$ cat src/rtl/sphere_stats_32bit.sv
//==============================================================================
// Module   : sphere_stats_32bit
// Summary  : Pulls N Q1.31 sphere points from the generator and bins them by
//            octant and z band; with SPHERE_STATS_RADIUS_EN defined it also
//            checks radius^2 against unit-sphere bounds.
// Revision : 1.0 - initial release
//==============================================================================
`default_nettype none

module sphere_stats_32bit #(
    parameter int          CNT_W    = 16,
    parameter logic [31:0] Z_THRESH = 32'h0CCCCCCD,
    parameter logic [31:0] R2_LO    = 32'd858993459,
    parameter logic [31:0] R2_HI    = 32'd1288490189
) (
    input  logic             clk,
    input  logic             rst,
    input  logic             start,
    input  logic [CNT_W-1:0] num_samples,
    output logic             pop_enable,
    input  logic [31:0]      sphere_x,
    input  logic [31:0]      sphere_y,
    input  logic [31:0]      sphere_z,
    input  logic             in_valid,
    output logic             busy,
    output logic             done,
    input  logic [3:0]       rd_sel,
    output logic [CNT_W-1:0] rd_data
);

`ifdef SPHERE_STATS_RADIUS_EN
    localparam int PIPE_D = 2;
`else
    localparam int PIPE_D = 1;
`endif

    localparam int NUM_CNT   = 13;
    localparam int IDX_POSZ  = 8;
    localparam int IDX_NEGZ  = 9;
    localparam int IDX_NEARZ = 10;
    localparam int IDX_RFAIL = 11;
    localparam int IDX_TOTAL = 12;

    localparam logic signed [31:0] Z_POS = Z_THRESH;
    localparam logic signed [31:0] Z_NEG = -$signed(Z_THRESH);

    typedef enum logic [1:0] {
        S_IDLE  = 2'd0,
        S_RUN   = 2'd1,
        S_DRAIN = 2'd2,
        S_DONE  = 2'd3
    } state_t;

    state_t           state_q;
    logic [CNT_W-1:0] target_q;
    logic [CNT_W-1:0] accepted_q;
    logic             drain_q;
    logic             busy_q;
    logic             done_q;
    logic [CNT_W-1:0] cnt_q [NUM_CNT];
    logic [CNT_W-1:0] cnt_d [NUM_CNT];
    logic [CNT_W-1:0] rd_data_q;

    logic                  w_accept;
    logic                  w_start_ok;
    logic [2:0]            w_oct;
    logic                  w_zpos;
    logic                  w_zneg;
    logic                  w_r2_fail;
    logic [NUM_CNT-1:0]    w_inc;
    logic [CNT_W-1:0]      w_rd;

    assign pop_enable = (state_q == S_RUN) && (accepted_q < target_q);
    assign w_accept   = in_valid && pop_enable;
    assign w_start_ok = start && ((state_q == S_IDLE) || (state_q == S_DONE));
    assign busy       = busy_q;
    assign done       = done_q;
    assign rd_data    = rd_data_q;

    always_ff @(posedge clk or posedge rst) begin
        if (rst) begin
            state_q    <= S_IDLE;
            target_q   <= '0;
            accepted_q <= '0;
            drain_q    <= 1'b0;
            busy_q     <= 1'b0;
            done_q     <= 1'b0;
        end else begin
            case (state_q)
                S_IDLE, S_DONE: begin
                    if (start) begin
                        target_q   <= num_samples;
                        accepted_q <= '0;
                        if (num_samples == '0) begin
                            state_q <= S_DONE;
                            busy_q  <= 1'b0;
                            done_q  <= 1'b1;
                        end else begin
                            state_q <= S_RUN;
                            busy_q  <= 1'b1;
                            done_q  <= 1'b0;
                        end
                    end
                end
                S_RUN: begin
                    if (w_accept) begin
                        accepted_q <= accepted_q + CNT_W'(1);
                    end
                    if (accepted_q == target_q) begin
                        state_q <= S_DRAIN;
                        drain_q <= 1'(PIPE_D - 1);
                    end
                end
                default: begin
                    // Hold in DRAIN until the last accepted point has hit every counter.
                    if (drain_q == 1'b0) begin
                        state_q <= S_DONE;
                        busy_q  <= 1'b0;
                        done_q  <= 1'b1;
                    end else begin
                        drain_q <= 1'b0;
                    end
                end
            endcase
        end
    end

    assign w_oct  = {sphere_z[31], sphere_y[31], sphere_x[31]};
    assign w_zpos = $signed(sphere_z) > Z_POS;
    assign w_zneg = $signed(sphere_z) < Z_NEG;

`ifdef SPHERE_STATS_RADIUS_EN
    logic signed [31:0] w_xh, w_yh, w_zh;
    logic signed [31:0] sq_x_q, sq_y_q, sq_z_q;
    logic               sq_vld_q;
    logic [33:0]        w_r2;
    logic               w_unused;

    assign w_xh = {{16{sphere_x[31]}}, sphere_x[31:16]};
    assign w_yh = {{16{sphere_y[31]}}, sphere_y[31:16]};
    assign w_zh = {{16{sphere_z[31]}}, sphere_z[31:16]};
    assign w_unused = ^{sphere_x[15:0], sphere_y[15:0], sphere_z[15:0]};

    always_ff @(posedge clk or posedge rst) begin
        if (rst) begin
            sq_vld_q <= 1'b0;
            sq_x_q   <= '0;
            sq_y_q   <= '0;
            sq_z_q   <= '0;
        end else begin
            sq_vld_q <= w_accept;
            if (w_accept) begin
                sq_x_q <= w_xh * w_xh;
                sq_y_q <= w_yh * w_yh;
                sq_z_q <= w_zh * w_zh;
            end
        end
    end

    // Squares are never negative, so zero extension to 34 bits is exact.
    assign w_r2 = {2'b00, sq_x_q} + {2'b00, sq_y_q} + {2'b00, sq_z_q};
    assign w_r2_fail = sq_vld_q &&
                       ((w_r2 < {2'b00, R2_LO}) || (w_r2 > {2'b00, R2_HI}));
`else
    logic w_unused;
    assign w_unused  = ^{sphere_x[30:0], sphere_y[30:0], sphere_z[30:0]};
    assign w_r2_fail = 1'b0;
`endif

    always_comb begin
        w_inc = '0;
        if (w_accept) begin
            w_inc[w_oct]     = 1'b1;
            w_inc[IDX_POSZ]  = w_zpos;
            w_inc[IDX_NEGZ]  = w_zneg;
            w_inc[IDX_NEARZ] = !w_zpos && !w_zneg;
            w_inc[IDX_TOTAL] = 1'b1;
        end
        w_inc[IDX_RFAIL] = w_r2_fail;
    end

    always_comb begin
        for (int i = 0; i < NUM_CNT; i++) begin
            cnt_d[i] = cnt_q[i];
            if (w_start_ok) begin
                cnt_d[i] = '0;
            end else if (w_inc[i] && (cnt_q[i] != '1)) begin
                cnt_d[i] = cnt_q[i] + CNT_W'(1);
            end
        end
    end

    always_ff @(posedge clk or posedge rst) begin
        if (rst) begin
            cnt_q <= '{default: '0};
        end else begin
            cnt_q <= cnt_d;
        end
    end

    assign w_rd = (rd_sel < 4'd13) ? cnt_q[rd_sel] : '0;

    always_ff @(posedge clk or posedge rst) begin
        if (rst) begin
            rd_data_q <= '0;
        end else begin
            rd_data_q <= w_rd;
        end
    end

endmodule

`default_nettype wire
$ cat config.mk
export PLATFORM = sky130hd
export DESIGN_NAME = sphere_stats_32bit
export DESIGN_NICKNAME = d
export VERILOG_FILES = /design/src/rtl/sphere_stats_32bit.sv
export SDC_FILE = /design/constraint.sdc
export NUM_CORES = 1
export LEC_CHECK = 0
export ABC_AREA = 1
export BUFFER_PORTS_ARGS = -buffer_cell sky130_fd_sc_hd__buf_2
export CELL_PAD_IN_SITES_DETAIL_PLACEMENT = 1
export CELL_PAD_IN_SITES_GLOBAL_PLACEMENT = 1
export CORE_MARGIN = 3
export CORE_UTILIZATION = 48
export DETAILED_ROUTE_END_ITERATION = 12
export PLACE_DENSITY = 0.86
export SYNTH_ARGS = -nofsm -noshare
export SYNTH_HDL_FRONTEND = slang
export SYNTH_SLANG_ARGS = --single-unit
$ cat constraint.sdc
create_clock -name clk -period 26.5 [get_ports clk]
set_input_delay 6.625 -clock clk [delete_from_list [all_inputs] [get_ports clk]]
set_output_delay 6.625 -clock clk [all_outputs]
set_load 0.05 [all_outputs]
==> results of run 1 <==
[cell families after synthesis]
group,Yosys count,share of synthesized area
AO/OA/AOI/OAI,372,0.1212
XOR/XNOR,162,0.08562
adder cells (fa/ha/maj),32,0.02416
buffers and inverters,336,0.08200
flip-flops,244,0.3685
AND/OR/NAND/NOR,1161,0.3186
[power by group]
part / switching, mW / internal [mW]
sequential: 0.0741 / 0.448
combinational: 0.393 / 0.125
clock: 0.175 / 0.263
total: 0.642 / 0.836
[area by class of cell]
cell class / count / area, µm²
Clock buffer: 40 / 848.3
Clock inverter: 14 / 196.4
Multi-Input combinational cell: 1727 / 9114
Sequential cell: 244 / 6106
Fill cell: 4345 / 15610
Timing Repair Buffer: 86 / 455.4
Inverter: 235 / 894.6
Tap cell: 448 / 560.5
[worst max-delay path, delay by kind of cell, from the launching register on]
kind / cells / cell delay, ns
buffers and inverters: 4 / 0.62
adders and majority gates: 1 / 0.44
and+or+nand+nor: 3 / 0.43
DFF: 1 / 0.39
AOI/OAI and AO/OA: 1 / 0.13
[path summary, 6_finish.rpt]
check | startpoint | endpoint | slack (ns) | cells past startpoint
hold reg to reg | busy | busy | 0.48 | 2
setup reg to reg | state_q[1] | cnt_q[85] | 22.99 | 12
hold / removal | busy | busy | 0.48 | 2
min in group asynchronous | rst | done | 6.19 | 2
setup / recovery | state_q[1] | pop_enable | 17.29 | 9
max in group asynchronous | rst | cnt_q[88] | 17.93 | 4
[cells in the final DEF, fill, tap and decap left out, types with 2 or more instances in the layout]
cell type | Yosys | routed
clkinv_2 | 0 | 4
nor3_1 | 61 | 61
ha_1 | 32 | 32
clkbuf_8 | 0 | 6
clkbuf_16 | 0 | 30
bufinv_16 | 0 | 4
nor4_1 | 33 | 33
clkinv_4 | 0 | 2
o21a_1 | 2 | 2
clkinvlp_4 | 0 | 3
inv_4 | 1 | 2
o21ai_1 | 10 | 10
buf_4 | 12 | 10
o21ai_0 | 210 | 210
o311ai_0 | 2 | 2
or2_2 | 6 | 6
buf_2 | 12 | 76
nor2_1 | 232 | 232
nor2_8 | 2 | 2
nand4_4 | 2 | 2
xnor2_1 | 8 | 8
inv_1 | 233 | 231
o21bai_1 | 3 | 3
o211ai_1 | 23 | 23
o31ai_1 | 12 | 12
nand2_2 | 12 | 12
nand4_1 | 55 | 55
nand2_4 | 6 | 7
a31oi_1 | 17 | 17
nand3b_1 | 24 | 24
dfrtp_1 | 244 | 244
xor2_1 | 154 | 154
nand2_1 | 451 | 450
nand3_1 | 270 | 270
clkbuf_1 | 58 | 4
a21oi_1 | 89 | 89
[state kept, by name (all words and copies together) (netlist names)]
name / count
rd_data: 16
cnt_q: 192
busy: 1
accepted_q: 16
done: 1
state_q: 2
target_q: 16
[layer usage]
layer	vias to the layer above	wire length, µm
met2	419	26990
met3	112	2349
li1	7704	-
met5	-	0
met4	0	1775
met1	8096	22770
[stage by stage]
stage	utilization	hold WS [ns]
floorplan	-	0.4530
global placement	0.5071	0.4636
detailed placement	0.5071	0.4719
CTS	0.5380	0.4806
global route	0.5380	0.4993
finish	0.5380	0.4759
==> impl_metrics.yaml, run 1 <==
clock_network:
  postCtsHoldBufs: 0
  post_cts_buffers: 0
  cts-resized-gates: 0
  cts_sinks: 244
  htreeDepth: 1
  worstSkewPairLatency_ns: 0.59
  cts_buffers: 30
  path_clk_slew_ns: 0.06
  clockRootBuffer: "clkbuf_16"
  cts_tree: "built"
  cts_buffer_depth: 3
synthesis:
  synth_seq_area_share: 0.3685
  postSynthAreaPerCell_um2: 7.183
  async_flop_share: 1.000
  syn_area_mm2: 0.01657
  yosys_warnings: 0
  yosysTopAreaCell: "dfrtp_1"
  yosysTopAreaCellShare: 0.3685
  synth_most_common_cell: "nand2_1"
  syn_nets: 2459
  ys.flop_type: "dfrtp_1"
  netlist_instances: 2307
  synth_cell_types: 46
  netlist_top_cells_count: "nand2_1, nand3_1, dfrtp_1"
  ys_top_cells_by_area: "dfrtp_1, nand2_1, nand3_1"
  synth-edff-count: 0
  synth-seq-cells: 244
sta:
  period_share: 0.3476
  slew_headroom: 0.2649
  finalClockSkew_ns: 0.03264
  max_slew.worst_pin.slew_ns: 1.099
  finalSetupViolCount: 0
  tns_ns: 0
  hold_violations: 0
  fin_ws_ns: 17.29
  finalCriticalPeriod_ns: 9.211
  max_clock_freq_mhz: 108.6
  grt_setup_unrepaired: "no"
  slew_violations: 0
drt:
  antenna_left: 0
  first_iter_violations: 1153
  drtPass1Iterations: 5
  drc: 0
  viasPerCell: 5.845
  num_vias: 16331
  wl_per_cell_um: 19.29
  drt-total-wl_mm: 53.89
grt:
  antenna_found_initial: 0
  use_met1: 0.3780
  grt_max_degree: 116
  grt_pass1_wl_mm: 87.37
  use_met3: 0.03085
  busiest_layer: "met2"
  grt.total_usage: 0.2923
  grtUsageMet2: 0.5140
  grt_overflow: 0
  grt_pass1_vias: 16611
floorplanning:
  fp.dieArea_mm2: 0.03679
  start_util: 0.4905
  fp.dieW_um: 191.8
  core_area_mm2: 0.03378
  io_pins: 139
  die_h_um: 191.8
  num_rows: 67
hold_path:
  holdCritPathClass: "reg2reg"
critical_path:
  crit_type: "reg2out"
  required_ns: 19.88
  slowest_delay_ns: 0.44
  worstPathCellList: "inv_1 > ha_1 > inv_4 > nor3b_2 > nand2_1 > a21oi_2 > nand2_2 > inv_1 > buf_2"
  crit_path_end_kind: "output pin"
  start_kind: "register"
  crit_arrival_ns: 2.59
  path_max_fanout: 9
  critPathSlowestCell: "ha_1"
  crit_top_cell: "inv_1"
placed_design:
  place_area_mm2: 0.01713
  dp_hpwl_mm: 37.84
  gp_congestion: 0.9482
  io_buffers: 76
  placed_cells: 2740
  dp_worst_setup_slack_ns: 17.31
final_layout:
  design_area_mm2: 0.01817
  num-nets-final: 2476
  drive_gt1_frac: 0.07502
  area_growth_syn_to_layout_pct: 9.680
  antennaDiodeCount: 0
  finalNonFillerCells: 2794
pwr:
  p_leak_nw: 8.191
  max-vdd-ir-drop_mv: 0.05898
  fin_total_pwr_mw: 1.478
  power.density_mw_per_mm2: 81.34
job:
  cap_violations: 0
status:
  outcome: "finished clean"
Note: power is estimated with default switching activity, not from simulation.
==> run 2, diff against run 1 <==
ABC_AREA = 0   (was 1)
CORE_UTILIZATION = 46   (was 48)
PLACE_DENSITY = 0.8   (was 0.86)
clock period = 9.15 ns   (was 26.5 ns; I/O delays follow)
==> run 2 against run 1 <==
Net effect: non-clock buffer count rose by 8; core utilization decreased by 1.6 points; sequential power is 130% higher; worst hold slack improved by 0.042 ns; critical path type unchanged; largest power group unchanged.
==> impl_metrics.yaml, run 2 <==
synthesis:
  netlist_instances: 1607
  yosysTopAreaCellShare: 0.4231
  postSynthAreaPerCell_um2: 8.980
  ys_top_cells_by_area: "dfrtp_1, xnor2_1, mux4_2"
  yosys_warnings: 0
  synth-seq-cells: 244
  async_flop_share: 1.000
  synth_seq_area_share: 0.4231
  ys.flop_type: "dfrtp_1"
  synth_cell_types: 60
  syn_nets: 1759
  syn_area_mm2: 0.01443
  synth_most_common_cell: "dfrtp_1"
  netlist_top_cells_count: "dfrtp_1, nor2_1, nand2_1"
  yosysTopAreaCell: "dfrtp_1"
  synth-edff-count: 0
pwr:
  power.density_mw_per_mm2: 191.4
  fin_total_pwr_mw: 3.074
  p_leak_nw: 6.642
  max-vdd-ir-drop_mv: 0.1401
sta:
  slew_headroom: 0.2317
  fin_hold_ws_ns: 0.5175
  max_slew.worst_pin.slew_ns: 1.145
  finalClockSkew_ns: 0.01621
  tns_ns: 0
  grt_setup_unrepaired: "no"
  period_share: 0.5711
  hold_violations: 0
  max_clock_freq_mhz: 191.4
  finalCriticalPeriod_ns: 5.225
  fin_ws_ns: 3.925
  finalSetupViolCount: 0
  slew_violations: 0
clock_network:
  htreeDepth: 1
  cts_tree: "built"
  cts_buffers: 29
  worstSkewPairLatency_ns: 0.56
  cts-resized-gates: 0
  postCtsHoldBufs: 0
  clockRootBuffer: "clkbuf_16"
  cts_buffer_depth: 3
  cts_sinks: 244
  post_cts_buffers: 0
  path_clk_slew_ns: 0.06
final_layout:
  design_area_mm2: 0.01606
  final_common_cell: "dfrtp_1"
  antennaDiodeCount: 0
  drive_gt1_frac: 0.1100
  largest_reg_flops: 192
  top_register: "cnt_q"
  fill_cells: 3575
  finalNonFillerCells: 2060
  final_cell_mix: "dfrtp_1, nor2_1, nand2_1"
  num-nets-final: 1797
  utilization: 0.5224
  area_growth_syn_to_layout_pct: 11.31
critical_path:
  worstPathCellList: "ha_1 > nand4_1 > nor4_1 > o21ai_0 > and3_1 > buf_2"
  critPathSlowestCell: "nor4_1"
  required_ns: 6.86
  path_max_fanout: 6
  crit_arrival_ns: 2.94
  crit_path_end_kind: "output pin"
  critPathTopFamily: "simple AND/OR/NAND/NOR gates"
  cp.depth: 6
  reg2reg_slack_ns: 4.95
  rr_worst_depth: 9
  critPathBufInv: 1
  crit_type: "reg2out"
  slowest_delay_ns: 0.54
  start_kind: "register"
  r2r_end: "cnt_q[73]"
  r2r-start: "accepted_q[11]"
drt:
  drt-total-wl_mm: 44.21
  drc: 0
  first_iter_violations: 976
  num_vias: 12742
  drtPass1Iterations: 5
  antenna_left: 0
  wl_per_cell_um: 21.46
  viasPerCell: 6.185
hold_path:
  holdCritPathClass: "reg2reg"
  whs_endpoint: "done"
  min_from: "done"
  whs_path_depth: 1
status:
  outcome: "finished clean"
grt:
  grt_max_degree: 102
  grt_overflow: 0
  grt.total_usage: 0.2638
  antenna_found_initial: 0
  grt_pass1_wl_mm: 71.80
  grt_pass1_vias: 13197
placed_design:
  gp_congestion: 0.8466
  placed_cells: 2010
  place_area_mm2: 0.01513
  dp_worst_setup_slack_ns: 3.579
  dp_hpwl_mm: 30.88
  io_buffers: 76
floorplanning:
  fp.dieArea_mm2: 0.03353
  num_rows: 64
  start_util: 0.4693
  core_area_mm2: 0.03075
  die_h_um: 183.1
  fp.dieW_um: 183.1
  io_pins: 139
job:
  cap_violations: 0
## run 2: metal layers
metal  global-route usage  up-vias  wire length [µm]
met1               0.3714     6502             19680
met2               0.4219      314             20650
met4              0.07465        0              1358
li1                     -     5834                 -
met3              0.04780       92              2519
met5                    0        -                 0
## run 2: how the worst max path moves through the flow
stage	slack, ns	start	endpoint
after floorplan	0.16	rst	accepted_q[0]
after global placement	3.68	sphere_z[31]	cnt_q[39]
after detailed placement	3.58	sphere_z[31]	cnt_q[37]
after CTS	3.92	accepted_q[11]	pop_enable
after global routing	3.75	sphere_z[31]	cnt_q[41]
final	3.92	accepted_q[11]	pop_enable
## run 2: layout make-up
class,count,area [µm²],share of cell area
sequential,244,6106,0.3801
timing repair buffer,94,515.5,0.03209
multi-input combinational,1219,7790,0.4849
clock inverter,5,50.05,0.003115
clock buffer,45,885.9,0.05514
tap,396,495.5,0.03084
inverter,57,221.5,0.01379
## run 2: where the power goes
group	internal [mW]	switching, mW
registers	1.15	0.0626
clock network	0.684	0.463
logic	0.180	0.533
## run 2: cell families after synthesis
| family | share of synthesized area |
|---|---|
| buffers and inverters | 0.03823 |
| AOI/OAI and AO/OA | 0.09442 |
| DFF | 0.4231 |
| muxes | 0.07560 |
| and+or+nand+nor | 0.2590 |
| adders and majority gates | 0.02774 |
| xor gates and xnor gates | 0.08193 |
